===== config.mk =====
export PLATFORM = sky130hd
export DESIGN_NAME = stack_master
export DESIGN_NICKNAME = d
export VERILOG_FILES = /design/src/rtl/stack_pkg.sv /design/src/rtl/stack_depth_counter.sv /design/src/rtl/stack_master.sv
export SDC_FILE = /design/constraint.sdc
export NUM_CORES = 1
export LEC_CHECK = 0
export ABC_AREA = 1
export BUFFER_PORTS_ARGS = -buffer_cell sky130_fd_sc_hd__buf_2
export CORE_MARGIN = 10
export CORE_UTILIZATION = 30
export DETAILED_ROUTE_END_ITERATION = 8
export MAX_ROUTING_LAYER = met4
export SLEW_MARGIN = 5
export SYNTH_ARGS = -nofsm -noshare
export SYNTH_HDL_FRONTEND = slang
export SYNTH_SLANG_ARGS = --single-unit

===== constraint.sdc =====
create_clock -name clk -period 2.6 [get_ports clk]
set_clock_uncertainty 0.15 [all_clocks]
set_input_delay 0.39 -clock clk [delete_from_list [all_inputs] [get_ports clk]]
set_output_delay 0.39 -clock clk [all_outputs]
set_load 0.01 [all_outputs]

===== src/rtl/stack_pkg.sv =====
// Shared constants, request encoding and controller state type for the stack
// master and the stack it drives.
package stack_pkg;

    localparam int WIDTH   = 24;
    localparam int DEPTH   = 256;
    localparam int DEPTH_W = $clog2(DEPTH + 1);

    typedef enum logic {
        OP_PUSH = 1'b0,
        OP_POP  = 1'b1
    } op_e;

    typedef enum logic [3:0] {
        IDLE,
        P_CMD,
        P_W0,
        P_W1,
        Q_CMD,
        Q_W0,
        Q_W1,
        Q_CAP,
        RESP
    } state_e;

endpackage


===== src/rtl/stack_depth_counter.sv =====
// Saturating occupancy counter for the external stack; full and empty are
// decoded straight from the registered count.
module stack_depth_counter
    import stack_pkg::*;
#(
    parameter int DEPTH = stack_pkg::DEPTH
) (
    input  logic                         clk,
    input  logic                         reset,
    input  logic                         inc,
    input  logic                         dec,
    output logic [$clog2(DEPTH+1)-1:0]   depth,
    output logic                         full,
    output logic                         empty
);

    localparam int CW = $clog2(DEPTH + 1);

    logic [CW-1:0] depth_q;
    logic [CW-1:0] depth_d;

    assign full  = (depth_q == CW'(DEPTH));
    assign empty = (depth_q == '0);
    assign depth = depth_q;

    always_comb begin
        depth_d = depth_q;
        if (inc && !dec && !full) begin
            depth_d = depth_q + CW'(1);
        end else if (dec && !inc && !empty) begin
            depth_d = depth_q - CW'(1);
        end
    end

    // NOTE: state registers use non-blocking assignments so every flop samples
    // pre-edge values regardless of process evaluation order.
    always_ff @(posedge clk or posedge reset) begin
        if (reset) begin
            depth_q <= '0;
        end else begin
            depth_q <= depth_d;
        end
    end

endmodule


===== src/rtl/stack_master.sv =====
// Request/response front end that sequences single push and pop commands onto
// an external stack with fixed wait states and tracks its occupancy.
module stack_master
    import stack_pkg::*;
#(
    parameter int WIDTH = stack_pkg::WIDTH,
    parameter int DEPTH = stack_pkg::DEPTH
) (
    input  logic                         clk,
    input  logic                         reset,
    input  logic                         req_valid,
    output logic                         req_ready,
    input  logic                         req_op,
    input  logic [WIDTH-1:0]             req_data,
    output logic                         rsp_valid,
    input  logic                         rsp_ready,
    output logic [WIDTH-1:0]             rsp_data,
    output logic                         err,
    output logic [$clog2(DEPTH+1)-1:0]   depth,
    output logic                         full,
    output logic                         empty,
    output logic                         stk_push,
    output logic                         stk_pop,
    output logic [WIDTH-1:0]             stk_in,
    input  logic [WIDTH-1:0]             stk_out
);

    state_e             state_q, state_d;
    logic [WIDTH-1:0]   stk_in_q, stk_in_d;
    logic [WIDTH-1:0]   rsp_data_q, rsp_data_d;
    logic               err_q, err_d;

    stack_depth_counter #(
        .DEPTH (DEPTH)
    ) u_depth (
        .clk   (clk),
        .reset (reset),
        .inc   (stk_push),
        .dec   (stk_pop),
        .depth (depth),
        .full  (full),
        .empty (empty)
    );

    // NOTE: every output of this block gets a default before the case, so no
    // path through it can leave a signal unassigned and infer a latch.
    always_comb begin
        state_d    = state_q;
        stk_in_d   = stk_in_q;
        rsp_data_d = rsp_data_q;
        err_d      = 1'b0;
        req_ready  = 1'b0;
        stk_push   = 1'b0;
        stk_pop    = 1'b0;
        rsp_valid  = 1'b0;

        unique case (state_q)
            IDLE: begin
                req_ready = 1'b1;
                if (req_valid) begin
                    // Rejected ops are still accepted, flagged, and leave us in IDLE.
                    if (op_e'(req_op) == OP_PUSH) begin
                        if (!full) begin
                            state_d  = P_CMD;
                            stk_in_d = req_data;
                        end else begin
                            err_d = 1'b1;
                        end
                    end else begin
                        if (!empty) begin
                            state_d = Q_CMD;
                        end else begin
                            err_d = 1'b1;
                        end
                    end
                end
            end
            P_CMD: begin
                stk_push = 1'b1;
                state_d  = P_W0;
            end
            P_W0:  state_d = P_W1;
            P_W1:  state_d = IDLE;
            Q_CMD: begin
                stk_pop = 1'b1;
                state_d = Q_W0;
            end
            Q_W0:  state_d = Q_W1;
            Q_W1:  state_d = Q_CAP;
            Q_CAP: begin
                rsp_data_d = stk_out;
                state_d    = RESP;
            end
            RESP: begin
                rsp_valid = 1'b1;
                if (rsp_ready) begin
                    state_d = IDLE;
                end
            end
            default: state_d = IDLE;
        endcase
    end

    always_ff @(posedge clk or posedge reset) begin
        if (reset) begin
            state_q    <= IDLE;
            stk_in_q   <= '0;
            rsp_data_q <= '0;
            err_q      <= 1'b0;
        end else begin
            state_q    <= state_d;
            stk_in_q   <= stk_in_d;
            rsp_data_q <= rsp_data_d;
            err_q      <= err_d;
        end
    end

    assign stk_in   = stk_in_q;
    assign rsp_data = rsp_data_q;
    assign err      = err_q;

endmodule


==> results list, run 1 <==
- When the netlist entered floorplanning its net count stood at 361.
- Post-CTS timing repair inserted 0 buffers for setup.
- The die is 121.8 um wide.
* Via count of the routed design: 2,368
* Library cell appearing most often on the critical path: sky130_fd_sc_hd__nand2_1
- Count of unique library cells instantiated by Yosys: 36
* Crit path arrival time: 2.47 ns
- Final max-slew violation count: 0
* Drt first-iter violations: 170
- Max rail drop VDD: 329.0 uV
- The longest clock path from root to sink contains 2 buffers.
* Finished Core Util: 38.93%
- Leakage power summed over all cells: 0.002142 uW
- The number of buffers and inverters on the critical path is 1.
- Global routing used 18.74% of the available met2 tracks.
- Top Family by Delay on Critical Path: simple AND/OR/NAND/NOR gates
* Areal power density over the cells: 1281 mW/mm^2
* Cell count after synthesis: 299
- The top cell types in the final layout, fill and taps aside, are sky130_fd_sc_hd__buf_2 (116), sky130_fd_sc_hd__dfrtp_1 (61), sky130_fd_sc_hd__nand2_1 (49), sky130_fd_sc_hd__inv_1 (44), sky130_fd_sc_hd__o21ai_2 (22).
* Ratio of cells with drive above 1 in the final layout: 49.30%
* Level count of the clock H-tree: 3
- The number of global-route vias before repair was 2,488.
- Setup violations remaining at the end of the flow were counted as 0.
- Netlist Area Pre-Place: 0.003109 sq mm
- By startpoint and endpoint, the worst setup path is classified as register to register.
- Once the floorplan was initialized, standard cells occupied 30.39% of the core.
- 117 I/O pins were placed.
- Vias per std cell: 4.206
- Clock buffer count from CTS: 9
* Count of standard-cell rows: 37
- The min-delay analysis places its worst path in the category input port to register.
* RSZ-0062 raised after global routing: false
- Growth of design area from synthesis to finish: 28.09%
* DRC errors left: 0
- Slew at the pin with the worst max-slew slack: 0.8957 ns
- Final hold vios: 0
- Of the available clock period, the critical path in the final layout requires 91.38%.
* Tot GR Track Use: 11.22%
* Cell type of the slowest stage on the worst timing path: sky130_fd_sc_hd__dfrtp_1
* M3 GR Usage: 4.117%
- After global routing, the most crowded layer is met2.
* Synth warn: 0
- TritonCTS built the clock tree.
- Final-stage net count: 483
* Length of the first detailed-routing pass in iterations: 4
- Entering global routing, the biggest net connects 49 pins.
* Count of state elements after synthesis: 62
* Number of antenna-violating nets in the routed design: 0
* Number of buffer cells added on primary ports: 116
- Once detailed placement completed, the half-perimeter wirelength came to 6.196 mm.
- Global route total overflow: 0
* Reg2reg setup slack: 0.22 ns
* Sequence of cells on the critical path: nor2_1 -> nand2_1 -> nor2_4 -> nand2_4 -> nand2_8 -> inv_1 -> fa_1 -> nand3b_1 -> nand2_1 -> nand2_1 -> nand2_1 -> nand3_1 -> nand3_1 -> nand2_1
- A synthesized cell averages 10.40 sq um.
* Most common library cell in the layout ignoring fill and taps: sky130_fd_sc_hd__buf_2
- The first global-routing pass estimated 12.68 mm of wire.
- Cell chosen for the clock root: sky130_fd_sc_hd__clkbuf_8
- The worst pin sits at a relative slew slack of 40.17%.
- Die Ht: 121.8 um
- Total negative setup slack: 0 ns
- The smallest clock period supported by the final layout is computed as 2.376 ns.
- Slowest cell delay on critical path: 0.42 ns
- Met1 track demand over resource: 11.54%
- Floorplan die area: 0.01484 sq mm
* Required time worst endpoint: 2.69 ns
- Aggregate routed wire length: 7.960 mm
* Register clock-pin slew on the reported worst setup and hold paths: 0.07 ns
- The worst setup path is captured at a register.
- At the end of routability-driven placement, the weighted congestion stood at 0.8387.
* Startpoint type of the worst setup path: register
- Max-cap check violation count: 0
- Antenna violations before repair: 0
* Status: complete, no violations
* # clock sinks: 62
* Clock latency at the later pin of the worst-skew pair: 0.34 ns
- Fraction of the yosys area taken by sequential cells: 49.90%
- The core region is 0.01023 sq mm.
* Post-detailed-route wirelength per cell: 14.14 um
- Along the worst path, the maximum fanout reaches 10.
- For this run, the top clock speed supported by timing is 0.4209 GHz.
==> state kept, by name, indices dropped and copies added (netlist names) <==
register       count
err                1
rsp_data          24
state_q            4
stk_in            24
u_depth.depth      9
==> through the flow <==
step	instance area [sq um]	power (uW)	instances	worst slack (ns)	hold WS, ns
after floorplan	3109	3598	299	0.3434	0.3025
after CTS	3970	5187	562	0.1611	0.08010
after global routing	3980	5598	562	0.008578	0.07128
after detailed placement	3794	4420	545	0.1824	0.2820
after global placement	3794	4361	545	0.2378	0.2769
final	3983	5101	563	0.2241	0.1055
==> cells by family (layout without fill, tap and decap cells) <==
group,Yosys count,count (layout),share of synthesized area (%)
compound gates,42,42,9.819
xor+xnor,4,4,1.127
fa+ha+maj,9,9,3.863
buf+inv,57,184,9.014
flops,62,62,49.90
mux,24,24,8.692
other cells,0,1,0
simple gates,101,101,17.59
==> layer usage <==
| layer | part of all wire (%) | wire length, um |
|---|---|---|
| met2 | 53 | 4250 |
| met4 | 1.8 | 140 |
| met3 | 7.4 | 586 |
| met1 | 37 | 2983 |
| met5 | 0 | 0 |
==> power breakdown <==
group | internal (uW) | switching (uW) | total, uW
Sequential | 1430 | 307 | 1740
Clock | 342 | 390 | 732
Combinational | 1140 | 1490 | 2630
==> synth_stat cells <==
cell                       number  share of area [%]
sky130_fd_sc_hd__buf_2          2               0.32
sky130_fd_sc_hd__inv_2          3               0.36
sky130_fd_sc_hd__inv_1         45                5.4
sky130_fd_sc_hd__a21o_1         1               0.24
sky130_fd_sc_hd__xnor2_1        2               0.56
sky130_fd_sc_hd__nor2_8         1               0.64
sky130_fd_sc_hd__buf_6          3                1.1
sky130_fd_sc_hd__buf_12         1               0.64
sky130_fd_sc_hd__a21oi_1        5               0.80
sky130_fd_sc_hd__ha_1           8                3.2
sky130_fd_sc_hd__nand2_4        3                1.1
sky130_fd_sc_hd__nand2_2       19                3.8
sky130_fd_sc_hd__dfrtp_1       62                 50
sky130_fd_sc_hd__nand2_1       49                5.9
sky130_fd_sc_hd__nor3_1         6               0.97
sky130_fd_sc_hd__o21bai_1       1               0.24
sky130_fd_sc_hd__nand4_4        1               0.68
sky130_fd_sc_hd__o22ai_1        1               0.20
sky130_fd_sc_hd__nand3_1        6               0.97
sky130_fd_sc_hd__nor2_1         6               0.72
sky130_fd_sc_hd__inv_4          1               0.20
sky130_fd_sc_hd__o21ai_1        6               0.97
sky130_fd_sc_hd__nand3b_1       2               0.48
sky130_fd_sc_hd__nor2_2         3               0.60
sky130_fd_sc_hd__nand3_4        1               0.56
sky130_fd_sc_hd__mux2_1         5                1.8
sky130_fd_sc_hd__o311ai_0       1               0.28
sky130_fd_sc_hd__o21ai_2       22                6.2
sky130_fd_sc_hd__xor2_1         2               0.56
sky130_fd_sc_hd__fa_1           1               0.64
sky130_fd_sc_hd__mux2_2        19                6.9
sky130_fd_sc_hd__a21boi_0       1               0.24
sky130_fd_sc_hd__buf_8          2               0.97
sky130_fd_sc_hd__o21ai_0        4               0.64
sky130_fd_sc_hd__nand4_1        2               0.40
sky130_fd_sc_hd__nor2_4         2               0.72
==> what timing repair did <==
action / CTS / global route
setup endpoints to repair: 0 / 2
hold endpoints to repair: 17 / 0
gates resized for setup: 0 / 2
hold buffers: 1 / 0
==> cell type report <==
type / count / area, sq um
Clock inverter: 6 / 38.79
Tap cell: 136 / 170.2
Multi-Input combinational cell: 180 / 1286
Fill cell: 1029 / 6248
Sequential cell: 62 / 1553
Antenna cell: 1 / 2.502
Clock buffer: 10 / 127.6
Inverter: 49 / 186.4
Timing Repair Buffer: 119 / 618.1
==> path summary, 6_finish.rpt <==
check                                             startpoint                      endpoint  cells after the start
worst max register to register  u_depth.depth[4]$_DFFE_PP0P_  u_depth.depth[8]$_DFFE_PP0P_                     14
worst max-delay path            u_depth.depth[4]$_DFFE_PP0P_  u_depth.depth[8]$_DFFE_PP0P_                     14
max in group asynchronous                              reset         stk_in[5]$_DFFE_PP0P_                      4
min in group asynchronous                              reset      rsp_data[16]$_DFFE_PP0P_                      3
worst min-delay path                             stk_out[11]      rsp_data[11]$_DFFE_PP0P_                      2
worst min register to register         stk_in[1]$_DFFE_PP0P_         stk_in[1]$_DFFE_PP0P_                      2
(Power assumes the default switching activity.)
==> inputs of run 2 (changes only) <==
Settings changed: GPL_ROUTABILITY_DRIVEN from default to 0, RECOVER_POWER from default to 50.
==> run 2 against run 1 <==
Against the previous run:
- clock power is essentially flat
- count of clock-buffer cells in the layout did not move
- total power shrank 1.7%
- die area is the same
- sequential share of layout area grew 0.86 points
- first-iteration DRC count grew 16%
- worst setup slack got worse by 0.0013 ns
- highest routed layer unchanged
- non-clock buffer count is the same
- register-to-register slack about the same
- via count increased by 0.76%
==> results list, run 2 (synthesis results as in run 1) <==
* Vias in the first global route: 2,488 (unchanged)
- The final critical path time including I/O delays and setup is 2.377 ns (was 2.376 ns).
* Inst Count DP: 545 (unchanged)
* CTS tree: built (unchanged)
* Slowest cell delay on critical path: 0.42 ns (about the same)
- Required time worst endpoint: 2.69 ns (about the same)
* Post-route total power: 5015 uW (was 5101 uW)
- The number of antenna-violating nets in the routed design was 0 (unchanged).
- Tot GR Track Use: 11.22% (unchanged)
- The master of the slowest instance on the critical path is sky130_fd_sc_hd__dfrtp_1 (unchanged).
- Level count of the clock H-tree: 3 (unchanged)
* Max-cap check violation count: 0 (unchanged)
* Vias per std cell: 4.238 (was 4.206)
- The effective utilization at floorplan is 30.39% (unchanged).
- Max rail drop VDD: 315.9 uV (was 329.0 uV)
- The number of endpoints with negative hold slack in the final report was 0 (unchanged).
- The arrival time reported for the critical path endpoint is 2.47 ns (about the same).
* Via count of the routed design: 2,386 (was 2,368)
- Finished Core Util: 38.08% (was 38.93%)
- The count of clock tree sinks came to 62 (unchanged).
* Length of the first detailed-routing pass in iterations: 4 (unchanged)
- The type of the worst setup path is register to register (unchanged).
* Register clock-pin slew on the reported worst setup and hold paths: 0.08 ns (was 0.07 ns)
* Clock latency at the later pin of the worst-skew pair: 0.34 ns (about the same)
- Top Family by Delay on Critical Path: simple AND/OR/NAND/NOR gates (unchanged)
- The number of remaining DRC errors is 0 (unchanged).
- The most common cell after layout, fill and taps aside is sky130_fd_sc_hd__buf_2 (unchanged).
- The maximum number of pins on one net before global-route repair is 49 (unchanged).
- Slew at the pin with the worst max-slew slack: 1.186 ns (was 0.8957 ns)
* Final max-slew violation count: 0 (unchanged)
- The number of buffers between clock root and the deepest sink came to 2 (unchanged).
- Final-stage net count: 483 (unchanged)
* Floorplan die area: 0.01484 sq mm (unchanged)
* Hold Crit Class: input port to register (unchanged)
- Critical Path Sink Type: register (unchanged)
* Worst Path Max Fanout: 10 (unchanged)
- The floorplan core area was 0.01023 sq mm (unchanged).
* Hold WS: 0.1011 ns (was 0.1055 ns)
- Antenna violations before repair: 0 (unchanged)
- Setup violators final: 0 (unchanged)
- Number of top-level pins: 117 (unchanged)
* Fraction of the cycle the final worst path needs: 91.43% (was 91.38%)
- Clock buffer count from CTS: 9 (unchanged)
* Maximum frequency from static timing analysis: 0.4207 GHz (was 0.4209 GHz)
* Die Ht: 121.8 um (unchanged)
- The number of standard cells in the layout, taps in and fillers out came to 563 (unchanged).
- RSZ-0062 raised after global routing: false (unchanged)
- Width of the chip: 121.8 um (unchanged)
* Post-detailed-route wirelength per cell: 14.25 um (was 14.14 um)
- The nature of the critical path startpoint is a register (unchanged).
- Global route total overflow: 0 (unchanged)
* Sequence of cells on the critical path: nor2_1 -> nand2_1 -> nor2_4 -> nand2_4 -> nand2_8 -> inv_1 -> fa_1 -> nand3b_1 -> nand2_1 -> nand2_1 -> nand2_1 -> nand3_1 -> nand3_1 -> nand2_1 (unchanged)
- Buf+Inv Stages, Crit Path: 1 (unchanged)
* Cell chosen for the clock root: sky130_fd_sc_hd__clkbuf_8 (unchanged)
* Most used cells in the layout excluding fill and tap cells: sky130_fd_sc_hd__buf_2 (69), sky130_fd_sc_hd__dfrtp_1 (61), sky130_fd_sc_hd__nand2_1 (49), sky130_fd_sc_hd__clkbuf_1 (48), sky130_fd_sc_hd__inv_1 (46) (was sky130_fd_sc_hd__buf_2 (116), sky130_fd_sc_hd__dfrtp_1 (61), sky130_fd_sc_hd__nand2_1 (49), sky130_fd_sc_hd__inv_1 (44), sky130_fd_sc_hd__o21ai_2 (22))
- Status: complete, no violations (unchanged)
- Drt first-iter violations: 197 (was 170)
- The global-route wire length before repair came to 12.68 mm (unchanged).
- Post-detailed-placement half-perimeter wirelength: 6.196 mm (unchanged)
* Aggregate routed wire length: 8.024 mm (was 7.960 mm)
- Ratio of cells with drive above 1 in the final layout: 37.56% (was 49.30%)
* Slew headroom: 20.72% (was 40.17%)
- Count of standard-cell rows: 37 (unchanged)
* Growth of design area from synthesis to finish: 25.31% (was 28.09%)
- The cell with the most instances on the worst path is sky130_fd_sc_hd__nand2_1 (unchanged).
- Number of buffer cells added on primary ports: 116 (unchanged)
- The setup TNS was 0 ns (unchanged).
- The cell leakage power is 0.001995 uW (was 0.002142 uW).
- Areal power density over the cells: 1287 mW/mm^2 (was 1281 mW/mm^2)
==> run 2: worst paths after layout <==
kind / startpoint / end / slack, ns / cells after the start
worst max-delay path: u_depth.depth[4]$_DFFE_PP0P_ / u_depth.depth[8]$_DFFE_PP0P_ / 0.22 / 14
worst min-delay path: stk_out[11] / rsp_data[11]$_DFFE_PP0P_ / 0.10 / 2
worst max register to register: u_depth.depth[4]$_DFFE_PP0P_ / u_depth.depth[8]$_DFFE_PP0P_ / 0.22 / 14
worst min register to register: stk_in[13]$_DFFE_PP0P_ / stk_in[13]$_DFFE_PP0P_ / 0.34 / 2
max in group asynchronous: reset / u_depth.depth[3]$_DFFE_PP0P_ / 0.53 / 4
min in group asynchronous: reset / rsp_data[16]$_DFFE_PP0P_ / 0.57 / 3
==> run 2: power by group <==
group          switching, uW  total (uW)  internal (uW)
sequential               315        1750           1430
combinational           1490        2530           1040
clock                    394         735            342
total                   2200        5010           2810
==> run 2: metrics by stage <==
stage	setup slack (ns)	area, sq um
floorplan	0.3434	3109
global placement	0.2378	3794
detailed placement	0.1824	3794
CTS	0.1611	3970
global route	0.007391	3894
finish	0.2228	3896
==> run 2: area by class of cell <==
| cell class | count | area (sq um) |
|---|---|---|
| Clock inverter | 6 | 38.79 |
| Antenna cell | 1 | 2.502 |
| Fill cell | 1065 | 6335 |
| Inverter | 49 | 186.4 |
| Multi-Input combinational cell | 180 | 1274 |
| Tap cell | 136 | 170.2 |
| Clock buffer | 10 | 127.6 |
| Timing Repair Buffer | 119 | 544.3 |
| Sequential cell | 62 | 1553 |
==> run 2: what timing repair did <==
item                                    4_1_cts  5_1_grt
setup buffers                                 0        0
resized for setup                             0        2
endpoints found under the setup margin        0        2
hold endpoints to repair                     17        0
hold buffers                                  1        0
==> run 2: layer usage <==
| layer | vias up | part of all wire (%) | track usage (%) |
|---|---|---|---|
| met4 | 0 | 1.8 | 5.142 |
| met3 | 11 | 7.6 | 4.117 |
| met5 | - | 0 | - |
| met2 | 68 | 53 | 18.74 |
| met1 | 1115 | 38 | 11.54 |
| li1 | 1192 | - | - |
==> inputs of run 3 (changes only) <==
Settings changed: ABC_AREA 1 to default, SETUP_SLACK_MARGIN from default to 0.5.
==> run 3 against run 2 <==
Against the previous run:
- the flow now finishes with violations (max-capacitance violations, max-slew violations, negative setup slack)
- wire length shrank 4.6%
- critical path type unchanged
- sequential share of layout area shrank 3.9 points
- critical path depth shrank 5
- via count shrank 8.8%
- combinational power grew 36%
- sequential power is essentially flat
==> results list, run 3 <==
* Total negative setup slack: -0.1970 ns (was 0 ns)
* Register clock-pin slew on the reported worst setup and hold paths: 0.07 ns (was 0.08 ns)
- Vias in the first global route: 2,446 (was 2,488)
* Drt first-iter violations: 92 (was 197)
- Most frequent cells after synthesis: sky130_fd_sc_hd__dfrtp_1 (62), sky130_fd_sc_hd__mux2_2 (30), sky130_fd_sc_hd__mux2_4 (20) (was sky130_fd_sc_hd__dfrtp_1 (62), sky130_fd_sc_hd__nand2_1 (49), sky130_fd_sc_hd__inv_1 (45)).
* Number of buffer cells added on primary ports: 116 (unchanged)
- The I/O pin count came to 117 (unchanged).
- Slew headroom: -1.775% (was 20.72%)
- The total power divided by cell area was 1392 mW/mm^2 (was 1287 mW/mm^2).
- The post-synth net total came to 267 (was 361).
* Ys flop type: sky130_fd_sc_hd__dfrtp_1 (unchanged)
* Count of unique library cells instantiated by Yosys: 37 (was 36)
- The routed wire length came to 7.654 mm (was 8.024 mm).
- The post-synthesis area per instance came to 14.19 sq um (was 10.40 sq um).
- The class of the tightest hold or removal check is input port to register (unchanged).
* Clock buffer count from CTS: 9 (unchanged)
- The floorplan core area came to 0.009328 sq mm (was 0.01023 sq mm).
- The required time at the endpoint of the critical path came to 2.64 ns (was 2.69 ns).
- The internal power summed over all cells is 3791 uW (was 2815 uW).
* Synth warn: 0 (unchanged)
* Max rail drop VDD: 859.0 uV (was 315.9 uV)
* Net switching power: 2228 uW (was 2200 uW)
* Largest net degree at the start of global routing: 63 (was 49)
- The overall routing resource usage came to 11.13% (was 11.22%).
- The sequential fraction of design power was 28.7% (was 34.8%).
- The number of endpoints with negative hold slack in the final report came to 0 (unchanged).
- The number of standard cells in the layout, taps in and fillers out is 498 (was 563).
- Max-cap check violation count: 1 (was 0)
- The number of remaining DRC errors was 0 (unchanged).
- Total inserted antenna cells: 0 (was 1)
- Slowest cell delay on critical path: 0.43 ns (was 0.42 ns)
- The type of the worst setup path was register to register (unchanged).
* Worst-case clock buffer depth: 2 (unchanged)
- The first-pass iteration count of the detailed router is 4 (unchanged).
* Width of the chip: 118.5 um (was 121.8 um)
- The summed area of non-filler cells in the final layout was 0.004324 sq mm (was 0.003896 sq mm).
- CTS tree: built (unchanged)
- Status: complete, but fails checks (was complete, no violations)
- The summed instance area of the synthesized netlist came to 0.002909 sq mm (was 0.003109 sq mm).
* Count of state elements after synthesis: 62 (unchanged)
* Maximum frequency from static timing analysis: 0.3692 GHz (was 0.4207 GHz)
* Final WS setup: -0.1086 ns (was 0.2228 ns)
* # clock sinks: 62 (unchanged)
- The final cycle utilization of the critical path is 104.2% (was 91.43%).
- The effective utilization at floorplan was 31.19% (was 30.39%).
- Sequence of cells on the critical path: nor4_4 -> nand2_4 -> o21ai_4 -> buf_12 -> ha_4 -> a21o_1 -> a221o_1 -> a221oi_2 -> mux4_2 (was nor2_1 -> nand2_1 -> nor2_4 -> nand2_4 -> nand2_8 -> inv_1 -> fa_1 -> nand3b_1 -> nand2_1 -> nand2_1 -> nand2_1 -> nand3_1 -> nand3_1 -> nand2_1)
* Most frequent cell after synthesis: sky130_fd_sc_hd__dfrtp_1 (unchanged)
- Top Family by Delay on Critical Path: compound AO/OA/AOI/OAI gates (was simple AND/OR/NAND/NOR gates)
- The share of the core filled with cells in the final layout came to 46.36% (was 38.08%).
- The master of the slowest instance on the critical path was sky130_fd_sc_hd__dfrtp_2 (was sky130_fd_sc_hd__dfrtp_1).
* Clock latency at the later pin of the worst-skew pair: 0.33 ns (was 0.34 ns)
- Final-stage net count: 426 (was 483)
- Top cell type's share of synthesized area: 53.33% (was 49.90%)
- The transition time at the pin with the least slew margin is 1.527 ns (was 1.186 ns).
- Comb pwr share: 57.4% (was 50.5%)
* Post-detailed-route wirelength per cell: 15.37 um (was 14.25 um)
- Largest area contributor in the synthesized netlist: sky130_fd_sc_hd__dfrtp_1 (unchanged)
- Cell chosen for the clock root: sky130_fd_sc_hd__clkbuf_8 (unchanged)
- Setup violators final: 2 (was 0)
- The global-route wire length before repair came to 12.54 mm (was 12.68 mm).
* Asr flop ratio synth: 100.0% (unchanged)
* Buf+Inv Stages, Crit Path: 1 (unchanged)
* Startpoint type of the worst setup path: register (unchanged)
- Total placed instance area: 0.003895 sq mm (was 0.003794 sq mm)
- Growth of design area from synthesis to finish: 48.65% (was 25.31%)
* Cell types with the largest area share after synthesis: sky130_fd_sc_hd__dfrtp_1 (53%), sky130_fd_sc_hd__mux2_2 (12%), sky130_fd_sc_hd__mux2_4 (10%), sky130_fd_sc_hd__ha_1 (3.4%), sky130_fd_sc_hd__nor4_4 (2.2%) (was sky130_fd_sc_hd__dfrtp_1 (50%), sky130_fd_sc_hd__mux2_2 (6.9%), sky130_fd_sc_hd__o21ai_2 (6.2%), sky130_fd_sc_hd__nand2_1 (5.9%), sky130_fd_sc_hd__inv_1 (5.4%))
- Clk network pwr share: 13.9% (was 14.7%)
- The most common cell after layout, fill and taps aside is sky130_fd_sc_hd__buf_2 (unchanged).
* Inst Count DP: 473 (was 545)
- Most used cells in the layout excluding fill and tap cells: sky130_fd_sc_hd__buf_2 (85), sky130_fd_sc_hd__dfrtp_1 (60), sky130_fd_sc_hd__clkbuf_1 (31), sky130_fd_sc_hd__mux2_2 (26), sky130_fd_sc_hd__buf_4 (26) (was sky130_fd_sc_hd__buf_2 (69), sky130_fd_sc_hd__dfrtp_1 (61), sky130_fd_sc_hd__nand2_1 (49), sky130_fd_sc_hd__clkbuf_1 (48), sky130_fd_sc_hd__inv_1 (46))
- Final max-slew violation count: 63 (was 0)
- Leakage power summed over all cells: 0.002029 uW (was 0.001995 uW)
* Worst Path Max Fanout: 7 (was 10)
- Die Ht: 118.5 um (was 121.8 um)
* Level count of the clock H-tree: 3 (unchanged)
* Fraction of power spent switching nets: 37.02% (was 43.87%)
- The post-synthesis instance total was 205 (was 299).
* Antenna violations before repair: 0 (unchanged)
- The number of inserted filler cells in the final layout was 896 (was 1,065).
* Global route total overflow: 0 (unchanged)
* Via count of the routed design: 2,175 (was 2,386)
* Post-detailed-placement half-perimeter wirelength: 5.682 mm (was 6.196 mm)
- The kind of capture point of the worst setup path was a register (unchanged).
- Number of enable-type register cells in the synthesized netlist: 0 (unchanged)
* Floorplan die area: 0.01404 sq mm (was 0.01484 sq mm)
- Fraction of the yosys area taken by sequential cells: 53.33% (was 49.90%)
- The post-placement worst setup slack was -0.2792 ns (was 0.1824 ns).
* Number of antenna-violating nets in the routed design: 0 (unchanged)
* Clock period minus worst slack: 2.709 ns (was 2.377 ns)
- The ratio of routed vias to standard cells was 4.367 (was 4.238).
* Ratio of cells with drive above 1 in the final layout: 60.16% (was 37.56%)
* Crit path arrival time: 2.75 ns (was 2.47 ns)
- Count of standard-cell rows: 35 (was 37)
- Violated checks: max-capacitance violations, max-slew violations, negative setup slack
* RSZ-0062 raised after global routing: true (was false)
## run 3: repair_timing
| action | CTS | global route |
|---|---|---|
| cloned | 0 | 3 |
| endpoints found under the hold margin | 62 | 0 |
| buffers inserted | 3 | 2 |
| resized for setup | 17 | 19 |
| setup endpoints to repair | 11 | 36 |
| hold buffers | 1 | 0 |
| pin swaps | 13 | 10 |
## run 3: layout make-up
class | instances | area [sq um] | area share [%]
flip-flops and latches | 62 | 1554 | 35.94
multi-input cells | 129 | 1454 | 33.62
repair buffers | 155 | 928.4 | 21.47
well taps | 129 | 161.4 | 3.733
clock buffers | 11 | 141.4 | 3.270
clock inverters | 5 | 58.81 | 1.360
inverters | 7 | 26.28 | 0.6076
## run 3: cell families after synthesis
| kind of cell | share of synthesized area, % |
|---|---|
| AOI/OAI and AO/OA | 6.709 |
| xor gates and xnor gates | 2.709 |
| adders and majority gates | 4.129 |
| buffers and inverters | 2.925 |
| DFF | 53.33 |
| muxes | 22.71 |
| and+or+nand+nor | 7.484 |
## run 3: stage by stage
step | hold slack, ns | total power (uW)
finish | 0.1124 | 6019
floorplan | 0.3286 | 3694
global placement | 0.3318 | 4809
detailed placement | 0.3371 | 4882
CTS | 0.08540 | 6011
global route | 0.1027 | 6520
## run 3: routing by layer
metal	global-route usage (%)	part of all wire, %	vias up
li1	-	-	1048
met1	13.76	47	1055
met2	16.76	48	65
met3	3.427	4.9	7
met4	4.122	0.94	0
met5	-	0	-
## run 3: final timing paths
| kind | from | endpoint | slack (ns) | depth (start not counted) |
|---|---|---|---|---|
| worst max-delay path | u_depth.depth[3]$_DFFE_PP0P_ | u_depth.depth[8]$_DFFE_PP0P_ | -0.11 | 9 |
| worst min-delay path | rsp_ready | state_q[3]$_DFFE_PP0P_ | 0.11 | 2 |
| worst max register to register | u_depth.depth[3]$_DFFE_PP0P_ | u_depth.depth[8]$_DFFE_PP0P_ | -0.11 | 9 |
| worst min register to register | rsp_data[4]$_DFFE_PP0P_ | rsp_data[4]$_DFFE_PP0P_ | 0.36 | 1 |
| max in group asynchronous | reset | u_depth.depth[7]$_DFFE_PP0P_ | 0.30 | 4 |
| min in group asynchronous | reset | rsp_data[16]$_DFFE_PP0P_ | 0.98 | 4 |
## run 3: power groups by stage
stage                     combinational (uW)  sequential, uW  clock (uW)
final                                   3450            1720         839
after global routing                    3780            1790         943
after CTS                               3410            1720         882
after detailed placement                3150            1730           0
after global placement                  3100            1710           0
after floorplan                         1680            2010           0
